$ cat config.mk
export PLATFORM = sky130hd
export DESIGN_NAME = fifo_reader
export DESIGN_NICKNAME = d
export VERILOG_FILES = /design/src/rtl/fifo_reader_pkg.sv /design/src/rtl/fifo_rd_buf2.sv /design/src/rtl/fifo_reader.sv
export SDC_FILE = /design/constraint.sdc
export NUM_CORES = 1
export LEC_CHECK = 0
export BUFFER_PORTS_ARGS = -buffer_cell sky130_fd_sc_hd__buf_4
export CAP_MARGIN = 20
export CORE_MARGIN = 2
export CORE_UTILIZATION = 25
export CTS_CLUSTER_DIAMETER = 30
export DETAILED_ROUTE_END_ITERATION = 7
export GPL_ROUTABILITY_DRIVEN = 0
export GPL_TIMING_DRIVEN = 0
export RECOVER_POWER = 50
export SYNTH_ARGS = -nofsm -noshare
export SYNTH_HDL_FRONTEND = slang
export SYNTH_HIERARCHICAL = 1
export SYNTH_SLANG_ARGS = --single-unit
export TNS_END_PERCENT = 30
$ cat constraint.sdc
create_clock -name clk -period 2.6 [get_ports clk]
set_input_delay 0.26 -clock clk [delete_from_list [all_inputs] [get_ports clk]]
set_output_delay 0.26 -clock clk [all_outputs]
set_load 0.03 [all_outputs]
$ cat src/rtl/fifo_reader_pkg.sv
`default_nettype none
// fifo_reader_pkg: shared state encoding and output-buffer sizing for fifo_reader.
package fifo_reader_pkg;

  typedef enum logic [1:0] {
    IDLE  = 2'd0,
    RUN   = 2'd1,
    FLUSH = 2'd2,
    DONE  = 2'd3
  } state_t;

  localparam int BUF_DEPTH = 2;
  localparam int CNT_WIDTH = $clog2(BUF_DEPTH + 1);

endpackage
`default_nettype wire

$ cat src/rtl/fifo_rd_buf2.sv
`default_nettype none
// fifo_rd_buf2: small in-order output buffer; capture and drain may occur in the same cycle.
module fifo_rd_buf2
  import fifo_reader_pkg::*;
#(
  parameter int DATA_WIDTH = 8
) (
  input  logic                  clk,
  input  logic                  rst_n,
  input  logic                  push,
  input  logic [DATA_WIDTH-1:0] push_data,
  input  logic                  pop,
  output logic [CNT_WIDTH-1:0]  count,
  output logic [DATA_WIDTH-1:0] head
);

  localparam int PTR_WIDTH = $clog2(BUF_DEPTH);
  localparam logic [PTR_WIDTH-1:0] LAST = PTR_WIDTH'(BUF_DEPTH - 1);

  logic [DATA_WIDTH-1:0] mem [BUF_DEPTH];
  logic [PTR_WIDTH-1:0]  head_ptr;
  logic [PTR_WIDTH-1:0]  tail_ptr;
  logic                  do_push;
  logic                  do_pop;

  function automatic logic [PTR_WIDTH-1:0] next_ptr(input logic [PTR_WIDTH-1:0] p);
    return (p == LAST) ? '0 : p + PTR_WIDTH'(1);
  endfunction

  // A push into a full buffer is only legal when the head leaves in the same cycle.
  assign do_push = push && ((count != CNT_WIDTH'(BUF_DEPTH)) || pop);
  assign do_pop  = pop && (count != '0);
  assign head    = mem[head_ptr];

  always_ff @(posedge clk) begin
    if (!rst_n) begin
      for (int i = 0; i < BUF_DEPTH; i++) mem[i] <= '0;
      head_ptr <= '0;
      tail_ptr <= '0;
      count    <= '0;
    end else begin
      if (do_push) begin
        mem[tail_ptr] <= push_data;
        tail_ptr      <= next_ptr(tail_ptr);
      end
      if (do_pop) head_ptr <= next_ptr(head_ptr);
      case ({do_push, do_pop})
        2'b10:   count <= count + CNT_WIDTH'(1);
        2'b01:   count <= count - CNT_WIDTH'(1);
        default: count <= count;
      endcase
    end
  end

endmodule
`default_nettype wire

$ cat src/rtl/fifo_reader.sv
`default_nettype none
// fifo_reader: pops a commanded number of words from a synchronous FIFO and
// forwards them in order on a valid/ready stream, tolerating write-priority drops.
module fifo_reader
  import fifo_reader_pkg::*;
#(
  parameter int DATA_WIDTH = 8,
  parameter int LEN_WIDTH  = 8
) (
  input  logic                  clk,
  input  logic                  rst_n,
  input  logic                  start,
  input  logic [LEN_WIDTH-1:0]  len,
  output logic                  busy,
  output logic                  done,
  output logic [LEN_WIDTH-1:0]  rd_count,
  output logic                  fifo_rd,
  input  logic                  fifo_wr,
  input  logic                  fifo_full,
  input  logic                  fifo_empty,
  input  logic [DATA_WIDTH-1:0] fifo_dout,
  output logic                  m_valid,
  output logic [DATA_WIDTH-1:0] m_data,
  input  logic                  m_ready
);

  localparam int OCC_WIDTH = CNT_WIDTH + 1;

  state_t                state;
  logic [LEN_WIDTH-1:0]  remaining;
  logic                  pend;
  logic [CNT_WIDTH-1:0]  buf_cnt;
  logic                  drain;
  logic                  pop_ok;
  logic                  buf_empty_next;
  logic [OCC_WIDTH-1:0]  occupancy;

  assign drain = m_valid && m_ready;

  // Words held plus the one in flight, after this cycle's drain; a read is only
  // issued if its data is guaranteed a slot when it lands.
  assign occupancy = {1'b0, buf_cnt} + OCC_WIDTH'(pend) - OCC_WIDTH'(drain);

  assign fifo_rd = (state == RUN) && (remaining != '0) && !fifo_empty
                   && (occupancy < OCC_WIDTH'(BUF_DEPTH));

  // The FIFO favours an accepted write and silently drops a concurrent read.
  assign pop_ok = fifo_rd && !fifo_empty && !(fifo_wr && !fifo_full);

  assign m_valid = (buf_cnt != '0);

  assign buf_empty_next = (buf_cnt == '0) || ((buf_cnt == CNT_WIDTH'(1)) && drain);

  always_ff @(posedge clk) begin
    if (!rst_n) begin
      state     <= IDLE;
      remaining <= '0;
      rd_count  <= '0;
      pend      <= 1'b0;
      busy      <= 1'b0;
      done      <= 1'b0;
    end else begin
      pend <= pop_ok;
      if (pop_ok) begin
        remaining <= remaining - LEN_WIDTH'(1);
        rd_count  <= rd_count + LEN_WIDTH'(1);
      end
      case (state)
        IDLE: begin
          if (start) begin
            remaining <= len;
            rd_count  <= '0;
            busy      <= 1'b1;
            if (len == '0) begin
              state <= DONE;
              done  <= 1'b1;
            end else begin
              state <= RUN;
            end
          end
        end
        RUN: begin
          if (pop_ok && (remaining == LEN_WIDTH'(1))) state <= FLUSH;
        end
        FLUSH: begin
          if (!pend && buf_empty_next) begin
            state <= DONE;
            done  <= 1'b1;
          end
        end
        DONE: begin
          state <= IDLE;
          busy  <= 1'b0;
          done  <= 1'b0;
        end
        default: state <= IDLE;
      endcase
    end
  end

  fifo_rd_buf2 #(
    .DATA_WIDTH (DATA_WIDTH)
  ) u_buf (
    .clk       (clk),
    .rst_n     (rst_n),
    .push      (pend),
    .push_data (fifo_dout),
    .pop       (drain),
    .count     (buf_cnt),
    .head      (m_data)
  );

endmodule
`default_nettype wire

Yosys cells after proc, flatten, opt, wreduce, memory -nomap -nowiden
Memories as Yosys holds them, arrays and structs flattened. A register that Yosys moved wholly into a read port is not among the register bits.
Cells that the tools add are included.
W data, S select, Z words.
- RAM bits: 16
- bits in latches: 0
- output and inout bits: 20
- ROM bits: 0
- memories: 1
- register bits after elaboration: 25
- bitwise gates (word level): 0
- $add $sub $neg: 8
- mux-type cells: 29
- reductions and logical operators: 30
- equality and inequality tests: 12
- divide/modulo/power cells: 0
- magnitude comparators: 1
- shift-type cells: 0
- multipliers: 0
- memories (name ; words ; bits a word ; rd ports ; clocked after Yosys merged registers in ; write ports ; RTL line ; text):
    u_buf.mem ; 2 ; 8 ; 1 ; 1 ; 2 ; fifo_rd_buf2.sv:20 ; logic [DATA_WIDTH-1:0] mem [BUF_DEPTH];
- operators by type and width (cell ; count):
    $mux W8 ; 7
    $mux W1 ; 14
    $logic_and A1 B1 Y1 ; 12
    $add A8 B1 Y8 const B ; 1
    $eq A8 B1 Y1 const B ; 1
    $logic_not A8 Y1 ; 1
    $mux W2 ; 4
    $ne A2 B2 Y1 const B ; 4
    $pmux W2 S4 ; 1
    $reduce_bool A8 Y1 ; 1
    $reduce_or A8 Y1 ; 1
    $sub A8 B1 Y8 const B ; 1
    $eq A2 B1 Y1 const B ; 3
    $eq A2 B2 Y1 const B ; 3
    $reduce_bool A2 Y1 ; 3
    $logic_not A1 Y1 ; 4
    $logic_not A2 Y1 ; 2
    $pmux W2 S2 ; 1
    $reduce_and A4 Y1 ; 1
    $add A2 B1 Y3 ; 1
    $lt A3 B2 Y1 const B ; 1
    $pmux W1 S3 ; 1
    $reduce_and A3 Y1 ; 1
    $reduce_bool A3 Y1 ; 1
    other kinds (8) ; 10

Depth between registers and ports, before layout
- depth after elaboration: 10
- gate-level depth with buffers: 11
- mapped depth without buffers: 10

Modules after synthesis
Netlist, hierarchy kept.
- modules (own cells, without submodules) (module ; area an instance (µm²) ; instances ; cells an instance):
    fifo_reader ; 1282.5 ; 1 ; 151
    fifo_rd_buf2 ; 938.4 ; 1 ; 67

Worst setup path after synthesis
OpenSTA, ideal clock, no wires.
- path kind: register to register
- start point: reg u_buf.count[1]
- end point: reg state[0]
- stages on the path, launching flop included: 11
- path slack: -0.346 ns
- data arrival time: 2.874 ns
- period minus slack after synthesis: 2.946 ns
- buffers on the path: 0
- cells stage by stage: dfxtp_1 or2_2 and2_1 ha_1 nand2b_1 fa_1 and3b_1 nand3_2 o41a_1 nor2_2 mux2i_1
- word-level cells in the longest chain between the ends: 10
- elaborated cells between the ends (all ways): 17
- RTL lines (item ; RTL line ; text):
    start: declaration ; fifo_rd_buf2.sv:13 ; output logic [CNT_WIDTH-1:0] count,
    start signal: assignment ; fifo_rd_buf2.sv:48 ; 2'b10: count <= count + CNT_WIDTH'(1);
    start signal: assignment ; fifo_rd_buf2.sv:49 ; 2'b01: count <= count - CNT_WIDTH'(1);
    start signal: assignment ; fifo_rd_buf2.sv:50 ; default: count <= count;
    $reduce_bool A2 Y1 * ; fifo_reader.sv:50 ; assign m_valid = (buf_cnt != '0);
    net m_valid ; fifo_reader.sv:22 ; output logic m_valid,
    $logic_and A1 B1 Y1 * ; fifo_reader.sv:38 ; assign drain = m_valid && m_ready;
    net drain ; fifo_reader.sv:33 ; logic drain;
    $sub A3 B1 Y3 ; fifo_reader.sv:42 ; assign occupancy = {1'b0, buf_cnt} + OCC_WIDTH'(pend) - OCC_WIDTH'(drain);
    $lt A3 B2 Y1 ; fifo_reader.sv:45 ; && (occupancy < OCC_WIDTH'(BUF_DEPTH));
    $logic_and A1 B1 Y1 ; fifo_reader.sv:45 ;
    $logic_and A1 B1 Y1 (2 in series) ; fifo_reader.sv:48 ; assign pop_ok = fifo_rd && !fifo_empty && !(fifo_wr && !fifo_full);
    $logic_and A1 B1 Y1 ; fifo_reader.sv:83 ; if (pop_ok && (remaining == LEN_WIDTH'(1))) state <= FLUSH;
    $ne A2 B1 Y1 (no source line) ; n/a ;
    $reduce_and A3 Y1 (no source line) * ; n/a ;
    end signal: assignment ; fifo_reader.sv:56 ; state <= IDLE;
    end signal: assignment ; fifo_reader.sv:83 ;
    end signal: assignment ; fifo_reader.sv:87 ; state <= DONE;
    end: declaration ; fifo_reader.sv:29 ; state_t state;
Mark *: on every way through the listed nets, which the timed path passes. The rest lies on a longest branch.
A chain may end at the register's enable or synchronous reset.

Worst setup path after layout
- start point: reg u_buf.count[0]
- end point: out fifo_rd
- word-level cells in the longest chain between the ends: 5
- elaborated cells between the ends (all ways): 6
- RTL lines (item ; RTL line ; text):
    $reduce_bool A2 Y1 ; fifo_reader.sv:50 ;
    $logic_and A1 B1 Y1 ; fifo_reader.sv:38 ;
    net drain ; fifo_reader.sv:33 ;
    $sub A3 B1 Y3 ; fifo_reader.sv:42 ;
    $lt A3 B2 Y1 ; fifo_reader.sv:45 ;
    $logic_and A1 B1 Y1 ; fifo_reader.sv:45 ;
    end: declaration ; fifo_reader.sv:17 ; output logic fifo_rd,
The timed path passes the listed nets, and every way through them passes these cells.

==> flow_results.org <==
** Timing
- Setup repair after global routing missed its margin :: true
- Worst hold slack across all endpoints :: 0.247 ns
- Setup violations remaining at the end of the flow were counted as 1.
- The worst path in the final design needs a cycle of 2.64 ns, including I/O delays and setup.
- Headroom to the max-slew limit came out at 46.7%.
- Number of hold-slack violations in the final timing report :: 0
- Tcrit/Tclk final :: 102%
- On the final layout, the worst clock skew is 0.00661 ns.
- The final max-slew violation count was 0.
- Worst Tran Pin Value :: 0.795 ns
- Based on the critical path, the design can be clocked at up to 0.379 GHz.
- Setup slack on the critical path of the routed design comes to -0.0401 ns.

** Status
- Run status :: finished with violations
- The checks that failed: setup timing.

** Floorplan
- The die is roughly 100 microns wide.
- Top-level port count :: 43
- The floorplan has 34 rows.
- The floorplan step set the die height to 98.3 microns.
- The total area inside the core boundary comes to between 0.008 and 0.009 sq mm.
- Once the floorplan was initialized, standard cells occupied roughly 26% of the core.
- Total Die Area :: 0.00965 sq mm

** Worst setup path
- At the worst endpoint, the required time is 2.34 ns.
- CP endpoint kind :: output port
- The startpoint identified for the worst register-to-register timing path is u_buf/count[0].
- STA classifies the critical path startpoint as a register.
- Critical path type :: reg -> out
- The critical path goes through or2_4 -> and2_4 -> ha_4 -> nand2b_4 -> fa_1 -> and3b_2 -> and3_4 -> buf_6.
- The slowest stage of the critical path belongs to the cell fa_1.
- Worst stage delay on the critical path :: 0.47 ns
- Launching element of the worst setup path :: u_buf/count[0]
- In this run the worst path has a maximum fanout of 3.
- Data on the critical path arrives at its endpoint at 2.38 ns.
- Counting both buffers and inverters, the worst setup path holds a total of 1.
- CP delay by family, top :: simple AND/OR/NAND/NOR gates

** Flow run
- Max-cap viol count :: 0

** Layout
- Fraction of layout instances using a drive strength above 1 :: 24.7%
- Post-synthesis to final-layout area growth :: 27.7%
- After the last flow step, the layout net total stands at ~300.
- Number of diodes added for antenna fixing :: 0
- Measured on the finished design, the core utilization comes to 32.7%.
- Fill cell total of the finished layout :: 928

** Synth
- Sequential cells were found to cover 45.1% of the synthesized design area.
- The number of nets handed over by synthesis was between 200 and 300.
- Number of flops mapped to enable cells by yosys :: 16
- The number of different library cells used by synthesis comes to between 40 and 50.
- Yosys synthesis warning count :: 6
- Async set or reset register ratio after synthesis :: 0%
- Avg Synthesized Cell Area :: a little over 10 sq um
- Gate count of the mapped netlist :: 218
- Primary flip-flop cell chosen by synthesis mapping :: dfxtp_1
- Post-synth design cell area :: 0.00222 sq mm
- Register bit count reported by yosys :: 42

** Placed design
- Number of port buffers :: 42
- The HPWL after detailed placement is roughly 3400 microns.

** Worst hold path
- Hold_sp :: fifo_dout[0]
- The tightest min-delay check is of the in -> reg type.

** Power and ir drop
- In this run the static leakage power is around 0.0011 uW.
- IR analysis of the VDD net gives a maximum drop of 0.000319 V.
- Power density normalized to cell area :: 699 mW/mm^2

** Routing
- Detailed-route DRC error count :: 0
- After detailed routing, no signal wire sits above met4.
- In this run the remaining antenna-violating nets after routing total 0.
- Vias :: 1741
- Starting DRC count in detailed routing :: between 50 and 60
- After detailed routing, the number of vias per cell comes to roughly 4.6.
- After detailed routing, the total wire length is 4920 microns.
- Detailed-router iteration count before antenna repair :: 4
- Wire length on met3 :: 207 microns
- Met1 routed wirelength after detailed routing :: between 2000 and 3000 microns
- Summed over all nets, wire length on met2 after detailed routing comes to 2120 microns.
- After detailed routing, the average wire length per cell comes to 13.0 microns.

** CTS
- Buffers inserted to repair hold after CTS numbered 0.
- TritonCTS built the clock tree.
- TritonCTS Buffers :: 5
- Clock tree synthesis selected as its root buffer the cell clkbuf_8.
- After clock tree synthesis, the clock-pin slew on the worst setup and hold paths is about 0.080 ns.
- CTS H-tree lvls :: 2
- CTS max path bufs :: 2
- Total clock sinks :: 42
- At the later pin of the worst-skew pair, clock insertion delay measures 0.30 ns.

** Global routing
- The initial antenna violation count came to 0.
- Overall Global Routing Usage :: about 10%
- GR Overflow Total :: 0
- First-pass GRT wire length :: 8090 microns
- Number of global-route vias before repair :: 1679
- Pin count of the biggest net entering global routing :: 15
[cell families after synthesis]
logic type	share of synthesized area, %
AND/OR/NAND/NOR	25.4
flip-flops	45.1
AO/OA/AOI/OAI	7.94
XOR/XNOR	6.70
buffers and inverters	3.44
adder cells (fa/ha/maj)	6.54
multiplexers	4.96
[what timing repair did]
item,CTS,global route
buffers inserted,4,0
endpoints found under the setup margin,14,16
pin swaps,5,0
resized for setup,6,5
[cell usage after synthesis (2+ instances only)]
master / count / area [sq um]
clkbuf_1: 5 / 18.8
nand4b_1: 2 / 17.5
mux2i_1: 2 / 20.0
nor4_1: 2 / 12.5
nor4_2: 3 / 37.5
nand3_1: 10 / 50.1
mux2_2: 8 / 90.1
o31ai_1: 2 / 15.0
nand2b_1: 5 / 31.3
and3_1: 3 / 18.8
dfxtp_1: 26 / 521
and2_1: 20 / 125
xnor2_1: 12 / 105
nand2_1: 11 / 41.3
a21oi_1: 9 / 45.0
xor2_1: 5 / 43.8
inv_1: 8 / 30.0
nor2_1: 13 / 48.8
o21ai_0: 9 / 45.0
nor2b_1: 4 / 25.0
nand4_1: 3 / 18.8
ha_1: 10 / 125
edfxtp_1: 16 / 480
nor3_1: 5 / 25.0
buf_6: 2 / 22.5
[layer usage]
layer	GRT usage (%)	vias to the layer above
met3	2.43	7
met4	3.16	0
met2	15.4	32
li1	-	872
met5	0	-
met1	14.8	830
[stage by stage]
| step | setup TNS [ns] | instances | cell area [sq um] | setup slack [ns] | total power, uW |
|---|---|---|---|---|---|
| global route | -0.978 | 379 | 2840 | -0.144 | 2090 |
| finish | -0.0401 | 379 | 2840 | -0.0401 | 1980 |
| global placement | -0.835 | 368 | 2720 | -0.183 | 1440 |
| CTS | -0.0597 | 379 | 2880 | -0.0597 | 2000 |
| floorplan | -0.222 | 218 | 2270 | -0.123 | 1280 |
| detailed placement | -1.07 | 368 | 2720 | -0.212 | 1460 |
[registers in the layout, indices dropped and copies added, names as in the netlist, named ones only]
| register | flops |
|---|---|
| state | 2 |
| busy | 1 |
| u_buf/mem | 16 |
| rd_count | 8 |
| u_buf/count | 2 |
| u_buf/tail_ptr | 1 |
| remaining | 8 |
| u_buf/head_ptr | 1 |
| pend | 1 |
| done | 1 |
[cell usage in the layout, fill, tap and decap left out, types with 5 or more instances in the layout]
master,instances
xnor2_1,11
a21oi_1,9
edfxtp_1,16
mux2_2,6
nor2_1,13
ha_1,9
and2_1,19
o21ai_0,9
nand2_1,11
dfxtp_1,24
inv_1,8
clkbuf_1,22
clkbuf_8,5
nand3_1,10
buf_4,28
xor2_1,5
[power breakdown]
part	switching, uW	total, uW	internal, uW
Sequential	72.5	831	758
Clock	240	523	283
Combinational	380	628	248
[final timing paths]
path	endpoint	slack (ns)	cells after the start
min	u_buf/mem[0][0]	0.25	2
max reg2reg	rd_count[7]	0.02	11
max	fifo_rd	-0.04	8
min reg2reg	done	0.48	2
[final cells by class]
class	count	area, sq um	area share, %
Buffer	7	27.5	0.971
Clock buffer	5	68.8	2.43
Clock inverter	3	40.0	1.41
Inverter	8	30.0	1.06
Multi-Input combinational cell	160	1230	43.5
Sequential cell	42	1010	35.6
Tap cell	108	135	4.77
Timing Repair Buffer	46	293	10.3
[worst register-to-register path, cell delays in order, from the launching register on]
cell      delay, ns
dfxtp_4        0.35
or2_4          0.24
and2_4         0.15
ha_4           0.20
nand2b_4       0.13
fa_1           0.47
and3b_2        0.22
nand3_4        0.07
buf_6          0.17
nor4_4         0.27
xnor2_1        0.14
nor2_1         0.05
No activity file was read; power rests on OpenSTA's default activity.
